`config.mk`:
```
export PLATFORM = sky130hd
export DESIGN_NAME = wave_voice_scheduler
export DESIGN_NICKNAME = d
export VERILOG_FILES = /design/src/rtl/wave_voice_scheduler.sv
export SDC_FILE = /design/constraint.sdc
export NUM_CORES = 1
export LEC_CHECK = 0
export BUFFER_PORTS_ARGS = -buffer_cell sky130_fd_sc_hd__buf_2
export CAP_MARGIN = 25
export CORE_ASPECT_RATIO = 0.8
export CORE_MARGIN = 4
export CORE_UTILIZATION = 28
export DETAILED_ROUTE_END_ITERATION = 10
export GPL_TIMING_DRIVEN = 0
export PLACE_DENSITY = 0.49
export SLEW_MARGIN = 40
export SYNTH_ARGS = -nofsm -noshare
export SYNTH_HDL_FRONTEND = slang
export SYNTH_SLANG_ARGS = --single-unit
```
`constraint.sdc`:
```
create_clock -name clk_in -period 2.2 [get_ports clk_in]
set_clock_uncertainty 0.2 [all_clocks]
set_input_delay 0.11 -clock clk_in [delete_from_list [all_inputs] [get_ports clk_in]]
set_output_delay 0.11 -clock clk_in [all_outputs]
set_load 0.02 [all_outputs]
```
`src/rtl/wave_voice_scheduler.sv`:
```
// Time-division scheduler sharing one wave LUT among NUM_VOICES voices, one slot per clock.
// Optional voice-0 hard sync of other voices is enabled by defining WAVE_SCHED_HARD_SYNC_EN.
module wave_voice_scheduler #(
    parameter int NUM_VOICES = 4,
    parameter int DIV_W      = 12,
    parameter int VID_W      = 2
) (
    input  logic                    clk_in,
    input  logic                    reset_n_in,
    input  logic                    cfg_we_in,
    input  logic [VID_W-1:0]        cfg_voice_in,
    input  logic [DIV_W-1:0]        cfg_period_in,
    input  logic [2:0]              cfg_type_in,
    input  logic                    cfg_enable_in,
`ifdef WAVE_SCHED_HARD_SYNC_EN
    input  logic [NUM_VOICES-1:0]   sync_mask_in,
`endif
    output logic [4:0]              lut_addr_out,
    output logic [2:0]              wave_type_out,
    input  logic [15:0]             lut_data_in,
    output logic [VID_W-1:0]        slot_out,
    output logic [4*NUM_VOICES-1:0] sample_out,
    output logic [NUM_VOICES-1:0]   sample_valid_out
);

    logic [VID_W-1:0]      slot_q, slot_d;
    logic [DIV_W-1:0]      period_q [NUM_VOICES];
    logic [DIV_W-1:0]      period_d [NUM_VOICES];
    logic [DIV_W-1:0]      div_q    [NUM_VOICES];
    logic [DIV_W-1:0]      div_d    [NUM_VOICES];
    logic [2:0]            type_q   [NUM_VOICES];
    logic [2:0]            type_d   [NUM_VOICES];
    logic [4:0]            phase_q  [NUM_VOICES];
    logic [4:0]            phase_d  [NUM_VOICES];
    logic [3:0]            sample_q [NUM_VOICES];
    logic [3:0]            sample_d [NUM_VOICES];
    logic [NUM_VOICES-1:0] en_q, en_d;
    logic [NUM_VOICES-1:0] valid_q, valid_d;
    logic [3:0]            captured;
    logic                  unused_bits;

`ifdef WAVE_SCHED_HARD_SYNC_EN
    logic v0_wrap;
    assign unused_bits = ^{lut_data_in[11:1], sync_mask_in[0]};
`else
    assign unused_bits = ^lut_data_in[11:1];
`endif

    // Square-type waves only carry their level in bit 0 of the LUT word.
    assign captured = wave_type_out[2] ? lut_data_in[15:12] : {4{lut_data_in[0]}};

    always_comb begin
        lut_addr_out  = '0;
        wave_type_out = '0;
        for (int k = 0; k < NUM_VOICES; k++) begin
            if (slot_q == VID_W'(k)) begin
                lut_addr_out  = phase_q[k];
                wave_type_out = type_q[k];
            end
        end
    end

    always_comb begin
        // NOTE: every _d gets a default before any branch, so no path leaves it unassigned (no latch).
        slot_d   = (slot_q == VID_W'(NUM_VOICES - 1)) ? '0 : slot_q + VID_W'(1);
        period_d = period_q;
        div_d    = div_q;
        type_d   = type_q;
        phase_d  = phase_q;
        sample_d = sample_q;
        en_d     = en_q;
        valid_d  = '0;

`ifdef WAVE_SCHED_HARD_SYNC_EN
        // A config write to voice 0 on its visit drops the step, so no wrap happens then.
        v0_wrap = (slot_q == '0) && en_q[0] && (div_q[0] == '0) && (phase_q[0] == 5'd31)
                  && !(cfg_we_in && (cfg_voice_in == '0));
`endif

        for (int k = 0; k < NUM_VOICES; k++) begin
            if (slot_q == VID_W'(k)) begin
                if (en_q[k]) begin
                    sample_d[k] = captured;
                    valid_d[k]  = 1'b1;
                    if (div_q[k] == '0) begin
                        div_d[k]   = period_q[k];
                        phase_d[k] = phase_q[k] + 5'd1;
                    end else begin
                        div_d[k] = div_q[k] - DIV_W'(1);
                    end
                end else begin
                    sample_d[k] = '0;
                end
            end

`ifdef WAVE_SCHED_HARD_SYNC_EN
            if (k != 0 && v0_wrap && sync_mask_in[k] && en_q[k]) begin
                phase_d[k] = '0;
                div_d[k]   = period_q[k];
            end
`endif

            // The write lands last so it overrides both the visit step and any sync.
            if (cfg_we_in && (cfg_voice_in == VID_W'(k))) begin
                period_d[k] = cfg_period_in;
                type_d[k]   = cfg_type_in;
                en_d[k]     = cfg_enable_in;
                div_d[k]    = cfg_period_in;
                phase_d[k]  = (!en_q[k] && cfg_enable_in) ? '0 : phase_q[k];
            end
        end
    end

    always_ff @(posedge clk_in or negedge reset_n_in) begin
        if (!reset_n_in) begin
            slot_q  <= '0;
            en_q    <= '0;
            valid_q <= '0;
            // NOTE: the per-voice arrays are small flop banks, not RAM, so they are reset like any register.
            for (int k = 0; k < NUM_VOICES; k++) begin
                period_q[k] <= '0;
                div_q[k]    <= '0;
                type_q[k]   <= '0;
                phase_q[k]  <= '0;
                sample_q[k] <= '0;
            end
        end else begin
            // NOTE: non-blocking assignments so every flop samples pre-edge values.
            slot_q   <= slot_d;
            en_q     <= en_d;
            valid_q  <= valid_d;
            period_q <= period_d;
            div_q    <= div_d;
            type_q   <= type_d;
            phase_q  <= phase_d;
            sample_q <= sample_d;
        end
    end

    always_comb begin
        sample_out = '0;
        for (int k = 0; k < NUM_VOICES; k++) begin
            sample_out[4*k +: 4] = sample_q[k];
        end
    end

    assign slot_out         = slot_q;
    assign sample_valid_out = valid_q;

endmodule

```
# --- Yosys cells after proc, flatten, opt, wreduce, memory -nomap -nowiden ---
# Cells that the tools add are included.
word_totals:
  register_bits: 154
  inputBits: 37
  output_inout_bits: 30
  elab_cells: 141
op_classes:
  add_sub_neg: 9
  eq_ne: 10
  mux: 58
  reduce_logical: 38
ops:
  columns: ["operator", "count"]
  rows:
  - ["12-bit 2-to-1 mux", 16]
  - ["5-bit 2-to-1 mux", 24]
  - ["12-bit zero test", 4]
  - ["12-bit by 1-bit subtractor with 12-bit output (second input constant)", 4]
  - ["2-bit nonzero test", 12]
  - ["5-bit by 1-bit adder with 5-bit output (second input constant)", 4]
  - ["4-bit 2-to-1 mux", 5]
  - ["4-bit AND reduction", 4]
  - ["3-bit 2-to-1 mux", 4]
  - ["2-bit == test (second input constant)", 4]
  - ["1-bit logical AND", 8]
  - ["1-bit 2-to-1 mux", 8]
  - ["2-bit by 1-bit != test with 1-bit output (second input constant)", 4]
  - ["2-bit AND reduction", 4]
  - ["2-bit by 1-bit == test with 1-bit output (second input constant)", 2]
  - ["1-bit zero test", 4]
  - ["2-bit zero test", 2]
  - ["2-bit by 1-bit adder with 2-bit output (second input constant)", 1]
  - ["2-bit 2-to-1 mux", 1]

# --- Depth between registers and ports, before layout ---
# Gate-level depths: netlist (run 1).
depth:
  depth_word: 7
  ltp_mapped: 9
  ltp_nobuf: 8

# --- Worst setup path before layout (run 1) ---
# No wires, ideal clock.
synth_timing:
  path_kind: "register -> register"
  from: "reg div_q[12] (netlist bit)"
  to: "reg div_q[13] (netlist bit)"
  setup_time_ps: 126
  arrival_time_ps: 2084
  setup_slack_ps: -210
  path_stages_with_launch: 9
  n_path_buf: 1
  synth_period_minus_slack_ps: 2410
  cell_sequence: "dfrtp_1 > inv_1 > ha_1 > or3b_2 > or4_1 > buf_6 > nor2_1 > a211oi_1 > a221o_1"
synth_via:
  elab_chain_len: 5
  elab_cells_between_ends: 6
  cone_classes: "add/sub: 1; mux: 4; reduce/logical: 1"
synth_rtl:
  columns: ["element", "line", "text"]
  rows:
  - ["start, declared", "29", "logic [DIV_W-1:0] div_q [NUM_VOICES];"]
  - ["start signal, assigned", "133", "div_q <= div_d;"]
  - ["12-bit by 1-bit subtractor with 12-bit output / 12-bit zero test (equally long branches)", "89, 85", null]
  - ["12-bit 2-to-1 mux (*)", "85", "if (div_q[k] == '0) begin"]
  - ["12-bit 2-to-1 mux (*)", "82", "if (en_q[k]) begin"]
  - ["12-bit 2-to-1 mux (*)", "81", "if (slot_q == VID_W'(k)) begin"]
  - ["12-bit 2-to-1 mux (*)", "104", "if (cfg_we_in && (cfg_voice_in == VID_W'(k))) begin"]
# Every way passes the cells marked *; elsewhere a longest branch is shown, timed or not. The select of a mux whose other input is x is not followed.
# A chain may end at the register's enable or synchronous reset.

# --- Worst setup path after layout (run 1) ---
layout_timing:
  from: "reg div_q[12] (netlist bit)"
  to: "reg div_q[21] (netlist bit)"
# Same word-level chain as after synthesis.

==> impl_metrics.json, run 1 <==
{
  "die-area_mm2": 0.0313,
  "clk_pin_slew_ns": 0.07,
  "final_cells": 1446,
  "tightest_slew_ns": 0.793,
  "grt_max_degree": 64,
  "die_h_um": 159,
  "htreeDepth": 4,
  "ir_drop_uv": 559,
  "power.density_mw_per_mm2": 891,
  "yosysTopAreaCellShare_pct": 48.3,
  "numPortBuffers": 52,
  "overflow": 0,
  "yosys-top-cells-area": "dfrtp_1 48%, nand2_1 12%, o21ai_0 3.7%",
  "status": "finished, violations left",
  "synth.yosys.seq_area_share_pct": 48.3,
  "fmax_ghz": 0.422,
  "async_reset_ff_share_pct": 100,
  "start_kind": "register",
  "p_sw_mw": 3.08,
  "placed_area_mm2": 0.00880,
  "slew_viol_final": 0,
  "nets": 1124,
  "cts_buffer_depth": 2,
  "path_buf_inv": 3,
  "maxCapViolations": 0,
  "worst-endpoint-arrival_ns": 2.48,
  "path_class": "reg2reg",
  "dr.pass1.iters": 5,
  "num_vias": 7344,
  "dieWidth_um": 197,
  "synth_warnings": 0,
  "synth_edf_count": 0,
  "finalCritPeriodShare_pct": 108,
  "antenna_found_initial": 0,
  "reg2regPathDepth": 8,
  "finalSetupViolCount": 22,
  "dp_hpwl_mm": 17.8,
  "via_per_inst": 5.08,
  "start_util_pct": 28.9,
  "worst_slack_ns": -0.172,
  "drc": 0,
  "combPwrFrac_pct": 25.6,
  "synth_top_cell_by_area": "dfrtp_1",
  "num_rows": 54,
  "cp_cell_sequence": "inv_2, ha_4, or3b_4, buf_6, buf_6, or4_4, o221ai_2, nand3_1",
  "seqPwrFrac_pct": 39.8,
  "ioPinCount": 67,
  "cp-end-kind": "register",
  "place_congestion": 0.857,
  "post-route-util_pct": 39.3,
  "relSlewSlack_pct": 47.2,
  "p_int_mw": 6.60,
  "critPathMaxStageDelay_ns": 0.49,
  "drtIter0Drc": 522,
  "dp_slack_ns": -0.538,
  "whs_path_depth": 2,
  "rsz0062_at_grt": "true",
  "core_mm2": 0.0276,
  "cts_sinks": 154,
  "synth_area_mm2": 0.00798,
  "cp.depth": 8,
  "cts_made_buffers": 17,
  "diodes": 0,
  "synth_cell_types": 54,
  "wire_per_inst_um": 18.3,
  "violations": "negative setup slack",
  "yosysMostFrequentCell": "nand2_1",
  "synth.avg_cell_area_um2": 8.61,
  "hp-class": "reg2reg",
  "finalCriticalPeriod_ns": 2.37,
  "grt_pass1_wl_mm": 41.6,
  "cts-root-buf": "clkbuf_16",
  "swShare_pct": 31.8,
  "grt_usage_pct": 16.8,
  "design_area_mm2": 0.0109,
  "ys_ff_latch": 154,
  "drt_wl_total_mm": 26.4,
  "critPathMaxFanout": 5,
  "critPathSlowestCell": "or4_4",
  "dp_cells": 1345,
  "synth_cells": 927,
  "p_clk_share_pct": 34.6,
  "clock_latency_ns": 0.43,
  "yosys-top-cells-count": "249 x nand2_1, 154 x dfrtp_1, 59 x o21ai_0",
  "area_growth_pct": 36.1,
  "crit_top_cell": "buf_6",
  "path_delay_family": "simple AND/OR/NAND/NOR gates",
  "crit_required_ns": 2.31,
  "leakage_nw": 4.81,
  "ys.flop_type": "dfrtp_1",
  "synth.net_count": 980,
  "finalHoldViolCount": 0,
  "antenna_left": 0,
  "cts_tree": "done",
  "grt_pass1_vias": 7182,
  "drive_above_1_share_pct": 25.8
}
layer usage:
| layer | GRT usage, % | wire (um) | up-vias |
|---|---|---|---|
| met4 | 4.69 | 532 | 0 |
| met5 | 0 | 0 | - |
| met1 | 26.4 | 13500 | 3594 |
| met2 | 23.0 | 10900 | 189 |
| li1 | - | - | 3532 |
| met3 | 3.53 | 1460 | 29 |
final timing paths:
check | startpoint | end | slack [ns]
min in group asynchronous | reset_n_in | div_q[44] | 0.51
max in group asynchronous | reset_n_in | div_q[24] | 0.32
worst min-delay path | type_q[3] | type_q[3] | 0.28
worst max register to register | div_q[12] | div_q[21] | -0.17
worst min register to register | type_q[3] | type_q[3] | 0.28
worst max-delay path | div_q[12] | div_q[21] | -0.17
power by group through the flow:
stage	registers, mW	logic, mW	clock network, mW
floorplan	3.69	1.34	0
finish	3.85	2.48	3.35
global route	3.92	2.77	3.56
global placement	3.76	1.87	0
CTS	3.75	2.21	3.41
detailed placement	3.77	1.92	0
sequential cells by signal, indices dropped and copies added (netlist names):
register and flops:
type_q 12, en_q 4, period_q 48, sample_valid_out 4
div_q 48, phase_q 20, slot_out 2, sample_out 16
cell type report:
cell class	count	area (um2)
Clock inverter	11	221
Fill cell	2760	16800
Clock buffer	19	433
Tap cell	364	455
Inverter	36	154
Timing Repair Buffer	132	1050
Buffer	36	238
Sequential cell	154	3870
Multi-Input combinational cell	694	4450
tightest hold or removal path: stages, from the launching register on:
cell	delay (ns)
dfrtp_1	0.34
nand2_1	0.05
nand2_1	0.05
cell usage in the layout (no fill, tap or decap), types with 24 or more instances in the layout:
master / count
buf_4: 50
nand2_1: 236
nor2_1: 44
buf_2: 44
dfrtp_1: 144
inv_1: 24
nand3_1: 35
clkbuf_1: 25
a21oi_1: 30
o21ai_0: 42
repair_timing:
| action | 4_1_cts | 5_1_grt |
|---|---|---|
| gates resized for setup | 127 | 100 |
| endpoints found under the setup margin | 84 | 79 |
| hold endpoints to repair | 235 | 0 |
| buffers inserted | 23 | 31 |
| pin swaps | 22 | 27 |
| cloned | 2 | 1 |
| hold buffers | 23 | 0 |
through the flow:
step           hold WS, ns  total power, mW  TNS (ns)
5_1_grt              0.289             10.2     -4.27
2_1_floorplan       -0.386             5.04    -0.665
3_3_place_gp         0.186             5.64   -302.61
6_report             0.276             9.68     -2.45
3_5_place_dp        -0.159             5.69    -23.72
4_1_cts              0.276             9.37     -2.02
cells by family after synthesis:
kind of cell | after synthesis | synth area share [%]
AND/OR/NAND/NOR | 442 | 25.3
AO/OA/AOI/OAI | 194 | 15.2
flip-flops | 154 | 48.3
buffers and inverters | 80 | 3.87
XOR/XNOR | 24 | 2.63
multiplexers | 17 | 2.18
adder cells (fa/ha/maj) | 16 | 2.51
No activity file was read; power rests on OpenSTA's default activity.
==> run 2, diff against run 1 <==
--- a/config.mk
+++ b/config.mk
@@ -13,6 +13,7 @@
 export DETAILED_ROUTE_END_ITERATION = 10
 export GPL_TIMING_DRIVEN = 0
 export PLACE_DENSITY = 0.49
+export REMOVE_ABC_BUFFERS = 1
 export SLEW_MARGIN = 40
 export SYNTH_ARGS = -nofsm -noshare
 export SYNTH_HDL_FRONTEND = slang
==> run 2 against run 1 <==
The flow still finishes with violations (negative setup slack). Via count is essentially flat. Flip-flop and latch count is the same. Final cell count shrank 0.35%. Final area is 2.0% higher. Critical endpoint is now div_q[13].
==> impl_metrics.json, run 2 (synthesis results as in run 1) <==
{
  "cts-root-buf": "clkbuf_16",
  "crit_path_start": "div_q[18]",
  "drive_above_1_share_pct": 27.9,
  "top_regs": "div_q x48, period_q x48, phase_q x20",
  "dp_cells": 1312,
  "ir_drop_uv": 599,
  "wire_per_inst_um": 18.0,
  "cp-end-kind": "register",
  "final_cells": 1441,
  "critPathSlowestCell": "or4_4",
  "finalCritPeriodShare_pct": 110,
  "num_vias": 7343,
  "nets": 1117,
  "antenna_found_initial": 0,
  "rsz0062_at_grt": "true",
  "num_rows": 54,
  "finalSetupTns_ns": -2.21,
  "cts_sinks": 154,
  "p_int_mw": 6.71,
  "maxCapViolations": 0,
  "core_mm2": 0.0276,
  "path_buf_inv": 0,
  "drtIter0Drc": 522,
  "grt_usage_pct": 16.5,
  "grt_max_degree": 58,
  "design_area_mm2": 0.0111,
  "grt_pass1_wl_mm": 41.0,
  "dr.pass1.iters": 5,
  "crit_top_cell": "or4_4",
  "start_kind": "register",
  "worst_slack_ns": -0.225,
  "seqPwrFrac_pct": 39.1,
  "finalSetupViolCount": 27,
  "leakage_nw": 4.95,
  "htreeDepth": 4,
  "drt_wl_total_mm": 26.0,
  "critPathMaxFanout": 5,
  "path_class": "reg2reg",
  "dieWidth_um": 197,
  "clock_latency_ns": 0.43,
  "place_congestion": 0.774,
  "cp_cell_sequence": "or4_4, or4_4, nor2_4, a211oi_2, a221o_1",
  "holdWs_ns": 0.0416,
  "grt_pass1_vias": 6931,
  "hp-class": "in2async",
  "path_delay_family": "simple AND/OR/NAND/NOR gates",
  "clk_pin_slew_ns": 0.07,
  "power.density_mw_per_mm2": 888,
  "fmax_ghz": 0.412,
  "area_growth_pct": 38.8,
  "placed_area_mm2": 0.00869,
  "status": "finished, violations left",
  "worst-endpoint-arrival_ns": 2.54,
  "combPwrFrac_pct": 25.1,
  "p_sw_mw": 3.13,
  "drc": 0,
  "total_power_mw": 9.84,
  "finalHoldViolCount": 0,
  "slew_viol_final": 0,
  "final_common_cell": "nand2_1",
  "overflow": 0,
  "critPathMaxStageDelay_ns": 0.66,
  "via_per_inst": 5.10,
  "cp-endpoint": "div_q[13]",
  "crit_required_ns": 2.31,
  "r2r_slack_ns": -0.22,
  "violations": "negative setup slack",
  "reg2reg_to": "div_q[13]",
  "antenna_left": 0,
  "cts_made_buffers": 17,
  "tightest_slew_ns": 0.706,
  "start_util_pct": 28.9,
  "die_h_um": 159,
  "cp.depth": 5,
  "numPortBuffers": 55,
  "swShare_pct": 31.8,
  "finalCriticalPeriod_ns": 2.42,
  "cts_tree": "done",
  "relSlewSlack_pct": 52.8,
  "diodes": 0,
  "reg2regPathDepth": 5,
  "fillers": 2699,
  "p_clk_share_pct": 35.8,
  "r2r-start": "div_q[18]",
  "ioPinCount": 67,
  "die-area_mm2": 0.0313,
  "cts_buffer_depth": 2,
  "dp_hpwl_mm": 16.4,
  "layout_common_cells": "241 x nand2_1, 148 x dfrtp_1, 56 x buf_4"
}
[run 2: worst reg2reg max path, delay by kind of cell (launching register included)]
kind / cells / cell delay, ns
flops: 1 / 0.41
simple gates: 3 / 1.39
compound gates: 2 / 0.32
[run 2: layer usage]
layer / vias to the layer above / part of all wire [%] / GRT usage (%)
li1: 3535 / - / -
met1: 3629 / 52 / 26.4
met5: - / 0 / 0
met2: 160 / 43 / 22.6
met4: 0 / 1.1 / 3.53
met3: 19 / 4.5 / 3.19
[run 2: worst min-delay path by stage]
stage | startpoint | endpoint | slack (ns) | depth (start not counted)
finish | reset_n_in | period_q[46] | 0.04 | 3
floorplan | reset_n_in | div_q[0] | -0.39 | 0
CTS | cfg_we_in | period_q[46] | 0.02 | 4
detailed placement | reset_n_in | sample_out[7] | -0.15 | 1
global route | reset_n_in | period_q[46] | 0.04 | 3
global placement | cfg_type_in[0] | type_q[9] | 0.17 | 3
[run 2: per-stage QoR]
step,setup WS (ns),utilization (%)
5_1_grt,-0.256,40.1
3_3_place_gp,-2.33,30.9
4_1_cts,-0.202,37.9
3_5_place_dp,-1.06,31.5
2_1_floorplan,-0.322,-
6_report,-0.225,40.1
[run 2: power groups by stage]
stage	logic [mW]	registers, mW	clock network, mW
floorplan	1.28	3.71	0
global placement	1.79	3.78	0
detailed placement	1.85	3.78	0
CTS	2.14	3.77	3.61
global route	2.74	3.93	3.73
finish	2.47	3.85	3.52
[run 2: layout make-up]
cell class | instances | area, um2 | share of cell area [%]
Sequential cell | 154 | 3860 | 34.9
Inverter | 36 | 170 | 1.54
Tap cell | 364 | 455 | 4.11
Multi-Input combinational cell | 694 | 4550 | 41.1
Clock buffer | 17 | 425 | 3.84
Clock inverter | 15 | 270 | 2.44
Timing Repair Buffer | 161 | 1350 | 12.2
[run 2: what timing repair did]
action                                 in CTS  in global routing
endpoints found under the hold margin     294                  0
setup endpoints to repair                  95                 78
setup buffers                              48                 27
hold buffers                               26                  0
pin swaps                                  34                 39
gates resized for setup                   128                101
cloned                                      1                  0
